<file path="src/rtl/load_store_unit.sv">
// Load/store unit for an RV32I core: decodes one LOAD/STORE, performs the
// memory handshake, aligns load data for write-back and flags faults
// (illegal funct3, misaligned address, memory timeout).
//
// Handshake rules:
//   mem_req/mem_gnt : mem_req is high for the whole REQ state; mem_addr,
//                     mem_we, mem_wdata and mem_be stay stable until the
//                     cycle in which mem_gnt is sampled high (the transfer
//                     cycle). mem_req is low in the following cycle.
//   mem_rvalid      : sampled only in WAIT; mem_rdata is captured in the
//                     same cycle. A mem_rvalid in any other state is ignored.
//   done            : one-cycle pulse in DONE; fault is meaningful only
//                     while done is high.
module load_store_unit #(
   parameter int unsigned TIMEOUT = 255
) (
   input  logic        clk,
   input  logic        resetn,
   input  logic        start,
   input  logic [31:0] inst,
   input  logic [31:0] rs1,
   input  logic [31:0] rs2,
   output logic        mem_req,
   output logic        mem_we,
   output logic [31:0] mem_addr,
   output logic [31:0] mem_wdata,
   output logic [3:0]  mem_be,
   input  logic        mem_gnt,
   input  logic        mem_rvalid,
   input  logic [31:0] mem_rdata,
   output logic [31:0] busW,
   output logic        reg_wr,
   output logic [4:0]  wb_rd,
   output logic        busy,
   output logic        done,
   output logic        fault,
   output logic [1:0]  state
);

   localparam logic [1:0] S_IDLE = 2'd0;
   localparam logic [1:0] S_REQ  = 2'd1;
   localparam logic [1:0] S_WAIT = 2'd2;
   localparam logic [1:0] S_DONE = 2'd3;

   localparam logic [6:0] OP_LOAD  = 7'b0000011;
   localparam logic [6:0] OP_STORE = 7'b0100011;

   // Counter must be able to hold TIMEOUT itself: a grant in the last
   // allowed REQ cycle still advances it into WAIT.
   localparam int unsigned CW       = (TIMEOUT < 2) ? 1 : $clog2(TIMEOUT + 1);
   localparam int unsigned TO_LAST  = (TIMEOUT > 0) ? TIMEOUT - 1 : 0;
   localparam logic [CW-1:0] CNT_LAST = CW'(TO_LAST);

   logic [2:0]    f3;
   logic          is_load;
   logic          is_store;
   logic          legal;
   logic          misalign;
   logic [11:0]   imm;
   logic [31:0]   ea;
   logic [3:0]    be_n;
   logic [31:0]   wdata_n;
   logic          accept;

   logic          load_q;
   logic          store_q;
   logic [2:0]    f3_q;
   logic [1:0]    addr_lo;
   logic [4:0]    rd_q;
   logic          fault_q;
   logic [CW-1:0] cnt;
   logic          timeout_hit;
   logic [31:0]   shifted;
   logic [31:0]   load_data;

   // Register-index field of rs1 is not needed here; the core supplies rs1 data.
   logic          unused_ok;
   assign unused_ok = ^inst[19:15];

   assign f3     = inst[14:12];
   assign accept = start && (state == S_IDLE) && (is_load || is_store);

   // Decode the incoming instruction: address, legality and store lane layout.
   always_comb begin
      is_load  = (inst[6:0] == OP_LOAD);
      is_store = (inst[6:0] == OP_STORE);
      imm      = is_store ? {inst[31:25], inst[11:7]} : inst[31:20];
      ea       = rs1 + {{20{imm[11]}}, imm};
      legal    = 1'b0;
      if (is_load) begin
         legal = (f3 inside {3'b000, 3'b001, 3'b010, 3'b100, 3'b101});
      end else if (is_store) begin
         legal = (f3 inside {3'b000, 3'b001, 3'b010});
      end
      misalign = ((f3[1:0] == 2'b01) && ea[0]) ||
                 ((f3[1:0] == 2'b10) && (ea[1:0] != 2'b00));
      be_n     = 4'b1111;
      wdata_n  = 32'h0;
      if (is_store) begin
         case (f3[1:0])
            2'b00: begin
               be_n    = 4'b0001 << ea[1:0];
               wdata_n = {4{rs2[7:0]}};
            end
            2'b01: begin
               be_n    = ea[1] ? 4'b1100 : 4'b0011;
               wdata_n = {2{rs2[15:0]}};
            end
            default: begin
               be_n    = 4'b1111;
               wdata_n = rs2;
            end
         endcase
      end
   end

   // Select and extend the addressed byte/halfword of the returned word.
   always_comb begin
      shifted = mem_rdata >> {addr_lo, 3'b000};
      case (f3_q)
         3'b000:  load_data = {{24{shifted[7]}}, shifted[7:0]};
         3'b001:  load_data = {{16{shifted[15]}}, shifted[15:0]};
         3'b100:  load_data = {24'h0, shifted[7:0]};
         3'b101:  load_data = {16'h0, shifted[15:0]};
         default: load_data = mem_rdata;
      endcase
   end

   assign timeout_hit = (TIMEOUT != 0) && (cnt >= CNT_LAST);

   // Control state, latched request payload, timeout counter and load result.
   always_ff @(posedge clk or negedge resetn) begin
      if (!resetn) begin
         state     <= S_IDLE;
         mem_addr  <= 32'h0;
         mem_wdata <= 32'h0;
         mem_be    <= 4'h0;
         load_q    <= 1'b0;
         store_q   <= 1'b0;
         f3_q      <= 3'b000;
         addr_lo   <= 2'b00;
         rd_q      <= 5'd0;
         fault_q   <= 1'b0;
         cnt       <= '0;
         busW      <= 32'h0;
      end else begin
         case (state)
            S_IDLE: begin
               if (accept) begin
                  mem_addr  <= {ea[31:2], 2'b00};
                  mem_wdata <= wdata_n;
                  mem_be    <= be_n;
                  load_q    <= is_load;
                  store_q   <= is_store;
                  f3_q      <= f3;
                  addr_lo   <= ea[1:0];
                  rd_q      <= inst[11:7];
                  cnt       <= '0;
                  if (!legal || misalign) begin
                     fault_q <= 1'b1;
                     state   <= S_DONE;
                  end else begin
                     fault_q <= 1'b0;
                     state   <= S_REQ;
                  end
               end
            end
            S_REQ: begin
               if (mem_gnt) begin
                  cnt   <= cnt + 1'b1;
                  state <= load_q ? S_WAIT : S_DONE;
               end else if (timeout_hit) begin
                  fault_q <= 1'b1;
                  state   <= S_DONE;
               end else begin
                  cnt <= cnt + 1'b1;
               end
            end
            S_WAIT: begin
               if (mem_rvalid) begin
                  busW  <= load_data;
                  state <= S_DONE;
               end else if (timeout_hit) begin
                  fault_q <= 1'b1;
                  state   <= S_DONE;
               end else begin
                  cnt <= cnt + 1'b1;
               end
            end
            default: begin
               cnt   <= '0;
               state <= S_IDLE;
            end
         endcase
      end
   end

   assign mem_req = (state == S_REQ);
   assign mem_we  = mem_req && store_q;
   assign busy    = (state != S_IDLE);
   assign done    = (state == S_DONE);
   assign fault   = done && fault_q;
   assign reg_wr  = done && load_q && !fault_q && (rd_q != 5'd0);
   assign wb_rd   = rd_q;

endmodule

</file>
<file path="config.mk">
export PLATFORM = sky130hd
export DESIGN_NAME = load_store_unit
export DESIGN_NICKNAME = d
export VERILOG_FILES = /design/src/rtl/load_store_unit.sv
export SDC_FILE = /design/constraint.sdc
export NUM_CORES = 1
export LEC_CHECK = 0
export ABC_AREA = 1
export BUFFER_PORTS_ARGS = -buffer_cell sky130_fd_sc_hd__buf_4
export CORE_ASPECT_RATIO = 0.5
export CORE_MARGIN = 2
export CORE_UTILIZATION = 35
export DETAILED_ROUTE_END_ITERATION = 7
export SLEW_MARGIN = 20
export SYNTH_ARGS = -nofsm -noshare
export SYNTH_HDL_FRONTEND = slang
export SYNTH_SLANG_ARGS = --single-unit
</file>
<file path="constraint.sdc">
create_clock -name clk -period 4.8 [get_ports clk]
set_input_delay 0.96 -clock clk [delete_from_list [all_inputs] [get_ports clk]]
set_output_delay 0.96 -clock clk [all_outputs]
set_load 0.05 [all_outputs]
</file>
## After elaboration in Yosys (flattened, before gate mapping)

Cells that the tools add are included.

| storage, ports and cells | value |
|---|---|
| logic and storage cells | 89 |
| bits in registers | 121 |
| output and inout bits | 113 |

| operators by class | value |
|---|---|
| add/sub/neg operators | 2 |
| equal/unequal tests | 17 |
| shifts and indexed selects | 2 |
| magnitude comparators | 1 |
| multiplexer cells | 27 |
| reduce and logical (&&, ||, !) cells | 28 |

Operators with widths:

| operator | number |
|---|---|
| one-hot mux 32 bit (4 select lines) | 1 |
| one-hot mux 32 bit (2 select lines) | 1 |
| adder 32 bit | 1 |
| two-way mux 32 bit | 1 |
| two-way mux 8 bit | 4 |
| right shift 32 x 5 -> 16 bit | 1 |
| one-hot mux 8 bit (3 select lines) | 1 |
| == test 3 bit, second input constant | 4 |
| two-way mux 2 bit | 5 |
| nonzero test 5 bit | 2 |
| logical AND 1 bit | 9 |
| adder 8 x 1 -> 8 bit, second input constant | 1 |
| >= comparator 8 bit, second input constant | 1 |
| two-way mux 1 bit | 8 |
| two-way mux 4 bit | 2 |
| one-hot mux 4 bit (2 select lines) | 1 |
| == test 7 x 2 -> 1 bit, second input constant | 1 |
| == test 7 x 6 -> 1 bit, second input constant | 1 |
| == test 2 bit, second input constant | 3 |
| == test 3 x 1 -> 1 bit, second input constant | 2 |
| logical NOT 3 bit | 2 |
| inequality test 2 bit, second input constant | 3 |
| one-hot mux 2 bit (3 select lines) | 1 |
| AND reduction 2 bit | 3 |
| other kinds (11) | 18 |

## Depth between registers and ports, before layout

| depth | value |
|---|---|
| depth in word-level cells | 10 |
| gate-level depth with buffers | 21 |

## Least setup slack after synthesis

Ideal clock, no wire load.

| timing path | value |
|---|---|
| path kind | input port to flip-flop |
| from | input inst[3] |
| to | register mem_addr[16] |
| library setup time | 0.083 ns |
| path slack | 1.607 ns |
| buffers on the path | 1 |
| arrival time | 3.111 ns |
| required time | 4.717 ns |
| stages | 18 |
| cells stage by stage | nor2_1 nand3_2 inv_1 nand3_2 clkbuf_1 nand2_1 o21ai_0 ha_1 fa_1 nand3_1 nand3_1 nand2_1 nand3_1 nand3_1 nand2_1 nand2_1 nand2_1 o21ai_0 |

| on the way | value |
|---|---|
| word-level cells in the longest chain between the ends | 4 |
| elaborated cells on any way between the ends | 7 |
| classes of those cells | add/sub (1); eq/ne (2); mux (1); reduce/logical (3) |

RTL lines:

| item | line | text |
|---|---|---|
| start, declared | 20 | `input logic [31:0] inst,` |
| parallel branches: the longest is 4 deep, another holds adder 32 bit | -- |  |
| end signal, assigned | 150 | `mem_addr <= {ea[31:2], 2'b00};` |
| end, declared | 25 | `output logic [31:0] mem_addr,` |

Several ways; the timed one is not identified.
A chain may end at the register's enable or synchronous reset.

## Final worst setup path

| timing path | value |
|---|---|
| from | input inst[3] |
| to | register mem_addr[20] |

Same word-level chain as after synthesis.

==> reports/qor.csv <==
metric,value,unit
status,"complete, but fails checks",
failing checks,DRC,
Power Density,482,nW/um^2
RSZ-0062 raised after global routing,no,
Worst Hold Path Cells,2,
Post-Syn Instances,1228,
Top Family by Delay on Critical Path,simple AND/OR/NAND/NOR gates,
# nets final,1622,
Reg-to-Reg End,cnt[1],
Setup CP Type,in2reg,
Antenna Nets Post-Route,0,
Slew headroom,43.7,%
"most used cell, CP",nand3_1,
Post-synth EDFFs,0,
crit-path max cell delay,0.49,ns
total CTS buffers,17,
busiest layer in global routing,met2,
GP Congestion,0.893,
first-pass GRT wire length,42.6,mm
Die Width,222,microns
Final period util,69.9,%
fmax,0.298,GHz
Hold WC Path Type,reg2reg,
Clock Skew,0.0114,ns
layout cells sized above 1,20.1,%
utilization after layout,47.2,%
clock sinks,121,
routed vias,8560,
Post-route DRC,6,
die area,25000,sq um
final hold vios,0,
CP cell instances,"buf_4, nor2_1, nand3_2, inv_1, nand3_2, nand2_1, o21ai_0, ha_1, fa_1, nand3_1, nand3_1, nand3_1, nand3_1, nand3_1, nand2_1, nand2_1, nand3_1, nand2_1",
Placement Cell Area,10300,sq um
Post-CTS Setup Repair Bufs,0,
worst-margin pin slew,0.843,ns
Yosys warnings,0,
most common flop cell mapped by yosys,dfrtp_1,
Root Driver,clkbuf_16,
leakage,6.01,nW
Initial Util,36.0,%
post-route minimum period,3.36,ns
reg2reg start,state[0],
CTS tree,built,
worst path required time,5.16,ns
Port Buffers,238,
cell area after synthesis,8280,sq um
critical path arrival,3.72,ns
TNS Setup,0,ns
grt met2 use,36.5,%
drt via density,4.84,
met1 Usage GRT,28.0,%
WL per Instance,14.8,microns
"Buf+Inv Stages, Crit Path",2,
asr flop ratio synth,100,%
Hold Crit Start,mem_addr[23],
max cap viols,0,
dpl hpwl,20.6,mm
"CTS clk-pin slew, worst paths",0.06,ns
"wirelength, routed",26.3,mm
initial antenna violation count,0,
setup violators final,0,
"flops & latches, synth",121,
sequential area share after synthesis,36.6,%
diodes inserted,0,
syn_area_per_cell,6.74,sq um
core area,23000,sq um
max-slew violations,0,
hold_buf cts,0,
gr ovfl total,0,
CP endpoint kind,flop,
# IOs,246,
P&R area growth vs syn,31.3,%
GRT Overall Usage,21.3,%
WHS Endpoint,mem_addr[23],
largest net degree at the start of global routing,77,
met3 Use GR,3.06,%
vias in the first global route,8366,
design area,10900,sq um
PostCTS Resize Cnt,0,
"Max FO, Critical Path",12,
die height,113,microns
1st-pass router iterations,7,
R2R setup slack,1.96,ns
worst-skew pair later-pin latency,0.43,ns
startpoint types,primary input,
worst vdd rail ir drop,253,uV
deepest clock path buffer count,2,
H-tree depth,4,
R2R depth,14,
"Distinct cells, synth",38,
num rows,39,
Slowest cell on crit path,fa_1,
initial drt markers,566,
## area by class of cell
class | instances | area [sq um]
fillers | 2409 | 12200
multi-input cells | 869 | 4330
well taps | 307 | 384
clock inverters | 11 | 97.6
flip-flops and latches | 121 | 3030
inverters | 201 | 757
repair buffers | 241 | 1810
clock buffers | 20 | 467
## synthesized netlist by cell type (3+ instances only)
cell type	number	area (sq um)
ha_1	37	463
nand2_2	5	31.3
nor3_1	14	70.1
o21bai_1	3	22.5
buf_4	3	22.5
nand4_1	6	37.5
o211ai_1	8	60.1
o21ai_1	12	60.1
xnor2_1	12	105
nand2_1	393	1480
o22ai_1	27	169
buf_2	15	75.1
a21oi_1	62	310
clkbuf_1	18	67.6
nand3_1	66	330
o21ai_0	107	536
o221ai_1	14	123
dfrtp_1	121	3030
inv_2	3	11.3
nor2_1	80	300
inv_1	197	739
nand3b_1	4	30.0
## how the worst max path moves through the flow
stage                    to  cells after the start     from  slack, ns
2_1_floorplan  mem_addr[16]                     18  inst[3]       1.61
3_3_place_gp   mem_addr[28]                     17  inst[3]       1.08
3_5_place_dp   mem_addr[28]                     17  inst[3]       1.03
4_1_cts        mem_addr[28]                     17  inst[3]       1.47
5_1_grt        mem_addr[20]                     18  inst[3]       1.11
6_report       mem_addr[20]                     18  inst[3]       1.44
## cells by family (layout without fill, tap and decap cells)
| logic type | Yosys count | after routing | share of synthesized area [%] |
|---|---|---|---|
| buffers and inverters | 239 | 473 | 11.2 |
| and+or+nand+nor | 578 | 578 | 28.9 |
| adders and majority gates | 38 | 38 | 5.83 |
| muxes | 1 | 1 | 0.121 |
| DFF | 121 | 121 | 36.6 |
| other | 1 | 2 | 0.0453 |
| xor gates and xnor gates | 12 | 12 | 1.27 |
| AOI/OAI and AO/OA | 238 | 238 | 16.1 |
## worst reg2reg max path, stage by stage (launching register included)
cell and delay, ns:
dfrtp_1 0.43, inv_1 0.11, ha_1 0.25, nand2_2 0.11, inv_2 0.07, nand2_2 0.09
nor2_8 0.49, inv_4 0.44, nand2_2 0.24, nand2_4 0.11, nor2_8 0.17, nand2_4 0.09
nand2_1 0.07, nand2_1 0.05, nand2_1 0.06
## sequential cells by signal (all words and copies together), names as in the netlist, 2 cells and up
register / flops
mem_be: 4
state: 2
f3_q: 3
mem_addr: 30
busW: 32
wb_rd: 5
cnt: 8
mem_wdata: 32
addr_lo: 2
## stage by stage
stage	setup slack, ns	instances	power, W	hold WS [ns]
finish	1.44	1770	0.00524	0.480
global route	1.11	1770	0.00554	0.503
floorplan	1.61	1229	0.00322	0.450
CTS	1.47	1770	0.00528	0.489
detailed placement	1.03	1739	0.00403	0.472
global placement	1.08	1739	0.00399	0.467
## cell usage in the layout (no fill, tap or decap), types with 4 or more instances in the layout
cell,instances
buf_4,240
ha_1,37
dfrtp_1,121
nor2_1,80
xnor2_1,12
o211ai_1,8
nand4_1,6
o22ai_1,27
inv_2,4
nand3b_1,4
clkinv_2,5
inv_1,196
nor3_1,14
clkbuf_16,17
o21ai_1,12
nand2_1,393
a21oi_1,62
o221ai_1,14
o21ai_0,107
nand2_2,5
nand3_1,66
## layer usage
layer  share of wire, %  wire length (microns)
met4                1.9                    500
met3                3.3                    855
met5                  0                      0
met2                 48                  12700
met1                 47                  12300
## power breakdown
part / internal [W] / switching (W) / leakage [nW]
registers: 0.00128 / 0.000200 / 1.56
clock network: 0.000747 / 0.000479 / 0.282
logic: 0.000768 / 0.00177 / 4.17
(Power assumes the default switching activity.)
